--- config.mk ---
export PLATFORM = sky130hd
export DESIGN_NAME = fir_mac
export DESIGN_NICKNAME = d
export VERILOG_FILES = /design/src/rtl/fir_mac.sv
export SDC_FILE = /design/constraint.sdc
export NUM_CORES = 1
export LEC_CHECK = 0
export ABC_AREA = 1
export BUFFER_PORTS_ARGS = -buffer_cell sky130_fd_sc_hd__buf_2
export CORE_ASPECT_RATIO = 0.8
export CORE_MARGIN = 2
export CORE_UTILIZATION = 45
export CTS_CLUSTER_DIAMETER = 120
export DETAILED_ROUTE_END_ITERATION = 6
export SLEW_MARGIN = 20
export SYNTH_ARGS = -nofsm -noshare
export SYNTH_HDL_FRONTEND = slang
export SYNTH_SLANG_ARGS = --single-unit
--- constraint.sdc ---
create_clock -name clock -period 5.15 [get_ports clock]
set_input_delay 0.515 -clock clock [delete_from_list [all_inputs] [get_ports clock]]
set_output_delay 0.515 -clock clock [all_outputs]
set_load 0.05 [all_outputs]
--- src/rtl/fir_mac.sv ---
// 8-tap symmetric FIR, one multiply-accumulate per cycle against an external
// shift-register delay line. Accepts one sample every 11 cycles.
module fir_mac #(
   parameter int data_width = 8
) (
   input  logic                      clock,
   input  logic                      reset,
   input  logic [data_width-1:0]     x_in,
   input  logic                      valid_in,
   output logic                      ready,
   output logic                      mem_en,
   output logic                      mem_we,
   output logic [2:0]                mem_addr,
   output logic [data_width-1:0]     mem_di,
   input  logic [data_width-1:0]     mem_dio,
   output logic [2*data_width+2:0]   y,
   output logic                      valid_out
);

   localparam int PW = 2*data_width;
   localparam int AW = 2*data_width+3;

   typedef enum logic [1:0] {IDLE, WRITE, READ, DRAIN} state_t;

   state_t            state;
   logic [3:0]        k;
   logic [AW-1:0]     acc;
   logic [2:0]        tap;
   logic [data_width-1:0] coef;
   logic [PW-1:0]     prod;
   logic [AW-1:0]     sum;

   // Read data arrives one edge after the address, so weight it with the
   // previous tap index; k=8 wraps to tap 7 for the final add in DRAIN.
   always_comb begin
      tap  = k[2:0] - 3'd1;
      coef = data_width'(1);
      case (tap)
         3'd0, 3'd7: coef = data_width'(1);
         3'd1, 3'd6: coef = data_width'(2);
         3'd2, 3'd5: coef = data_width'(3);
         default:    coef = data_width'(4);
      endcase
      prod = PW'(mem_dio) * PW'(coef);
      sum  = acc + AW'(prod);
   end

   always_ff @(posedge clock or posedge reset) begin
      if (reset) begin
         state     <= IDLE;
         k         <= '0;
         acc       <= '0;
         y         <= '0;
         valid_out <= 1'b0;
         ready     <= 1'b1;
         mem_en    <= 1'b0;
         mem_we    <= 1'b0;
         mem_addr  <= '0;
         mem_di    <= '0;
      end else begin
         valid_out <= 1'b0;
         case (state)
            IDLE: begin
               if (valid_in) begin
                  mem_di <= x_in;
                  mem_en <= 1'b1;
                  mem_we <= 1'b1;
                  ready  <= 1'b0;
                  state  <= WRITE;
               end
            end
            WRITE: begin
               acc      <= '0;
               k        <= '0;
               mem_we   <= 1'b0;
               mem_addr <= '0;
               mem_di   <= '0;
               state    <= READ;
            end
            READ: begin
               if (k != 4'd0) acc <= sum;
               if (k[2:0] == 3'd7) begin
                  k        <= 4'd8;
                  mem_en   <= 1'b0;
                  mem_addr <= '0;
                  state    <= DRAIN;
               end else begin
                  k        <= k + 4'd1;
                  mem_addr <= k[2:0] + 3'd1;
               end
            end
            DRAIN: begin
               y         <= sum;
               valid_out <= 1'b1;
               k         <= '0;
               ready     <= 1'b1;
               state     <= IDLE;
            end
            default: state <= IDLE;
         endcase
      end
   end

endmodule
* Yosys cells after proc, flatten, opt, wreduce, memory -nomap -nowiden
Index checks and enable logic that the tools add are counted.
Word-level totals: output and inout port bits 34, flip-flop bits (word level) 59
Cells by class: mux-type cells 19, $mul 1, equal/unequal tests 12, reductions and logical operators 17, $add $sub $neg 4
Operators by type and width (count):
- 19-bit case mux with 2 select lines | 1
- 19-bit by 16-bit adder with 19-bit output | 1
- 19-bit 2-to-1 mux | 1
- 8-bit by 8-bit multiplier with 16-bit output | 1
- 8-bit case mux with 2 select lines | 1
- 3-bit equality test, second input constant | 4
- 2-bit nonzero test | 5
- 3-bit case mux with 3 select lines | 1
- 8-bit 2-to-1 mux | 1
- 2-bit case mux with 4 select lines | 1
- 4-bit case mux with 2 select lines | 1
- 2-bit AND reduction | 4
- 2-bit OR reduction | 4
- 2-bit != test, second input constant | 3
- 1-bit case mux with 2 select lines | 3
- 3-bit case mux with 2 select lines | 1
- 4-bit by 1-bit adder with 4-bit output, second input constant | 1
- 2-bit equality test, second input constant | 2
- 1-bit 2-to-1 mux | 4
- 2-bit 2-to-1 mux | 2
- 4-bit 2-to-1 mux | 1
- 4-bit nonzero test | 1
- 3-bit by 1-bit adder with 3-bit output, second input constant | 1
- 3-bit by 1-bit equality test with 1-bit output, second input constant | 1
- other kinds (7) | 7

* Logic depth before layout (Yosys ltp)
depth after elaboration 8, gate-level depth with buffers 23

* Worst setup path before layout
OpenSTA, ideal clock, no wires.
path kind flip-flop to flip-flop, start point register k[0], end point register y[11], data required time 5032 ps, setup slack 1195 ps, buffers on the path 0, setup time 118 ps, data arrival time 3837 ps, cell stages (with the launch flop) 20, period minus slack after synthesis 3955 ps, cell sequence dfrtp_1 -> inv_1 -> ha_1 -> xnor2_2 -> inv_1 -> nor2_1 -> nand2_1 -> fa_1 -> inv_1 -> fa_1 -> inv_1 -> fa_1 -> o21ai_2 -> nand2_1 -> nand2_1 -> nand2_1 -> nand2_1 -> nand2_1 -> nand3_1 -> nand2_1
On the way: cells in the longest elaborated chain, start to end 6
Ends and longest elaborated chain:
- from (decl) | line 26 | logic [3:0] k;
- from (signal assigned) | line 88 | k <= k + 4'd1;
- 3-bit by 1-bit subtractor with 3-bit output * | line 36 | tap = k[2:0] - 3'd1;
- 3-bit by 2-bit equality test with 1-bit output (tied with other cells) | line 38 | case (tap)
- 2-bit OR reduction | line 38
- 3-bit case mux with 3 select lines * | line 38
- 8-bit by 8-bit multiplier with 16-bit output * | line 44 | prod = PW'(mem_dio) * PW'(coef);
- 19-bit by 16-bit adder with 19-bit output * | line 45 | sum = acc + AW'(prod);
- to (signal assigned) | line 93 | y <= sum;
- to (decl) | line 16 | output logic [2*data_width+2:0] y,
Mark *: on every way between the ends. The rest lies on a longest branch, timed or not. A chain may end at the register's enable or synchronous reset.

* Worst setup path in the final report
Same ends and word-level chain as after synthesis.

==> results.md <==
- Status: finished, final reports clean
- Largest net degree at the start of global routing: 60
- Synth Area per Inst: 7.841 µm²
- Worst Max-Slew Pin Slew: 0.9426 ns
- YS warnings: 0
- Worst Skew: 0.008423 ns
- DR vias: 3,162
- Flop2flop setup slack: 0.50 ns
- WP buf/inv: 4
- Post-CTS Setup Repair Bufs: 0
- Ports: 53
- Hold Violations, Final: 0
- Max Cap Viol: 0
- Final Critical Period: 4.646 ns
- Drt initial violations: 91
- Initial antenna violation count: 0
- Crit. End Element: flip-flop
- Total track usage: 21.42%
- Starting Density: 45.71%
- DP HPWL: 6510 µm
- Share of layout cells above drive strength 1: 14.55%
- Final worst setup slack: 0.5038 ns
- Die area: 9261 µm²
- Synth unique cells: 30
- Worst r2r path cells: 19
- Maximum level of the CTS H-tree: 3
- Chip Height: 86.48 µm
- Slew HR: 37.09%
- Grt ovf: 0
- Drt wl/cell: 13.13 µm
- CTS sink cnt: 59
- Post_cts resized: 0
- CTS buffer count: 9
- Synth Instances: 488
- Period utilization: 90.22%
- RR Startpoint: k[0]$_DFFE_PP0P_
- Vias per cell: 4.776
- Setup Viol. Count Final: 0
- Global-route wire length before repair: 15,570 µm
- Worst path slowest cell: fa_1
- Design area: 4377 µm²
- Placed cell area: 4200 µm²
- Synth Register Bits: 59
- Worst skew pair latency: 0.35 ns
- CP arrival: 4.88 ns
- Mapped Area: 3826 µm²
- Most frequent CP cell: nand2_1
- Critical path fanouts, max: 9
- CP Launch Type: flip-flop
- Worst Path Required: 5.39 ns
- Clock Tree Buf Depth: 2
- Port buffer count: 52
- Post-route DRC: 0
- Setup CP Type: reg -> reg
- Max incr delay on CP: 0.56 ns
- Max Fclk: 0.2152 GHz
- RSZ-0062 raised after global routing: no
- Die width: 107.1 µm
- CTS tree: done
- WL final: 8689 µm
- Total core area: 8371 µm²
- Ant diodes: 0
- Vias in the first global route: 3,327
- Synth Net Count: 548
- Final Max Tran Viols: 0
- Sequential fraction of the synthesis area: 38.62%
- Area delta synth->final: 14.39%
- Dpl ws: 0.5596 ns
- Antenna viol nets, final: 0
- Num rows: 30
- Worst Setup SP: k[0]$_DFFE_PP0P_
- Final setup TNS: 0 ns
- Reg-to-reg endpoint: y[11]$_DFFE_PP0P_
- Post-CTS Hold Fix Bufs: 0
- GPL Wtd Cong: 0.8903
- Worst-path clk slew: 0.08 ns
- Hold Path Class: in -> async
- # nets final: 605
- Clock root buffer: clkbuf_8
- Top delay family on crit path: adder cells
- Critical Path, Cell by Cell: inv_1, ha_1, xnor2_2, inv_1, nor2_1, nand2_1, fa_1, inv_1, fa_1, inv_1, fa_1, o21ai_2, nand2_1, nand2_1, nand2_1, nand2_1, nand2_1, nand3_1, nand2_1
- TritonRoute pass-1 iters: 4
## logic make-up after synthesis
kind of cell               Yosys count  share of synthesized area (%)
xor gates and xnor gates            10                          2.486
adders and majority gates           42                          16.61
and+or+nand+nor                    202                          21.71
DFF                                 59                          38.62
buffers and inverters              116                          11.64
muxes                                1                         0.2943
AOI/OAI and AO/OA                   58                          8.633
## cell type report
class	count	area, µm²
Clock buffer	9	123.9
Clock inverter	7	52.55
Fill cell	817	3994
Inverter	109	411.6
Multi-Input combinational cell	313	1903
Sequential cell	59	1478
Tap cell	112	140.1
Timing Repair Buffer	53	267.8
## cells in the final DEF, fill, tap and decap left out, types with 2 or more instances in the layout
cell / netlist / routed
fa_1: 15 / 15
inv_6: 0 / 2
o21ai_1: 4 / 4
clkbuf_8: 0 / 9
and2_1: 2 / 2
nor2_1: 32 / 32
nor3_1: 4 / 4
nand3_1: 39 / 39
inv_1: 106 / 105
xnor2_1: 6 / 6
clkinv_4: 0 / 2
buf_2: 0 / 52
inv_2: 2 / 3
clkinv_2: 0 / 2
o22ai_1: 9 / 9
dfrtp_1: 58 / 58
o21ai_2: 2 / 2
xor2_1: 3 / 3
ha_1: 26 / 26
a21oi_1: 7 / 7
o21ai_0: 33 / 33
nand2_1: 120 / 120
nand4_1: 3 / 3
## stage by stage
stage | utilization, % | hold WS (ns) | cells
3_3_place_gp | 50.18 | 0.4607 | 646
3_5_place_dp | 50.18 | 0.4601 | 646
2_1_floorplan | - | 0.4555 | 488
4_1_cts | 52.29 | 0.3865 | 662
5_1_grt | 52.29 | 0.3915 | 662
6_report | 52.29 | 0.3832 | 662
## worst max path at each step
stage / end / slack, ns / cells past startpoint
6_report: y[11]$_DFFE_PP0P_ / 0.50 / 19
5_1_grt: y[11]$_DFFE_PP0P_ / 0.11 / 19
4_1_cts: y[11]$_DFFE_PP0P_ / 0.55 / 19
3_5_place_dp: y[11]$_DFFE_PP0P_ / 0.56 / 19
3_3_place_gp: y[7]$_DFFE_PP0P_ / 0.67 / 16
2_1_floorplan: y[11]$_DFFE_PP0P_ / 1.20 / 19
## cell usage after synthesis
cell type	instances	area, µm²
nand2_1	120	450.4
inv_1	106	397.9
dfrtp_1	58	1451
nand3_1	39	195.2
o21ai_0	33	165.2
nor2_1	32	120.1
ha_1	26	325.3
fa_1	15	300.3
o22ai_1	9	56.30
a21oi_1	7	35.03
clkbuf_1	6	22.52
xnor2_1	6	52.55
nor3_1	4	20.02
o21ai_1	4	20.02
nand4_1	3	18.77
xor2_1	3	26.28
and2_1	2	12.51
inv_2	2	7.510
o21ai_2	2	17.52
a21o_1	1	7.510
a31oi_4	1	21.27
buf_6	1	11.26
dfstp_2	1	26.28
inv_4	1	6.260
maj3_1	1	10.01
mux2_2	1	11.26
nand3b_1	1	7.510
o21bai_1	1	7.510
or2_2	1	6.260
xnor2_2	1	16.27
## sequential cells by signal, summed over array words and instances (netlist names)
signal,count
mem_di,8
state,2
mem_en,1
k,4
y,19
valid_out,1
ready,1
mem_addr,3
mem_we,1
acc,19
## metal layers
| metal | vias up | global-route usage [%] | wire length (µm) |
|---|---|---|---|
| li1 | 1623 | - | - |
| met1 | 1462 | 29.56 | 4311 |
| met2 | 65 | 33.77 | 3825 |
| met3 | 12 | 5.188 | 437 |
| met4 | 0 | 6.257 | 114 |
| met5 | - | 0 | 0 |
## tightest hold or removal path, cell delays in order
cell	delay [ns]
buf_2	0.10
inv_2	0.03
buf_4	0.59
Power is not shown: default switching activity piles up to over one toggle a cycle in this logic, so the estimate is an artifact.
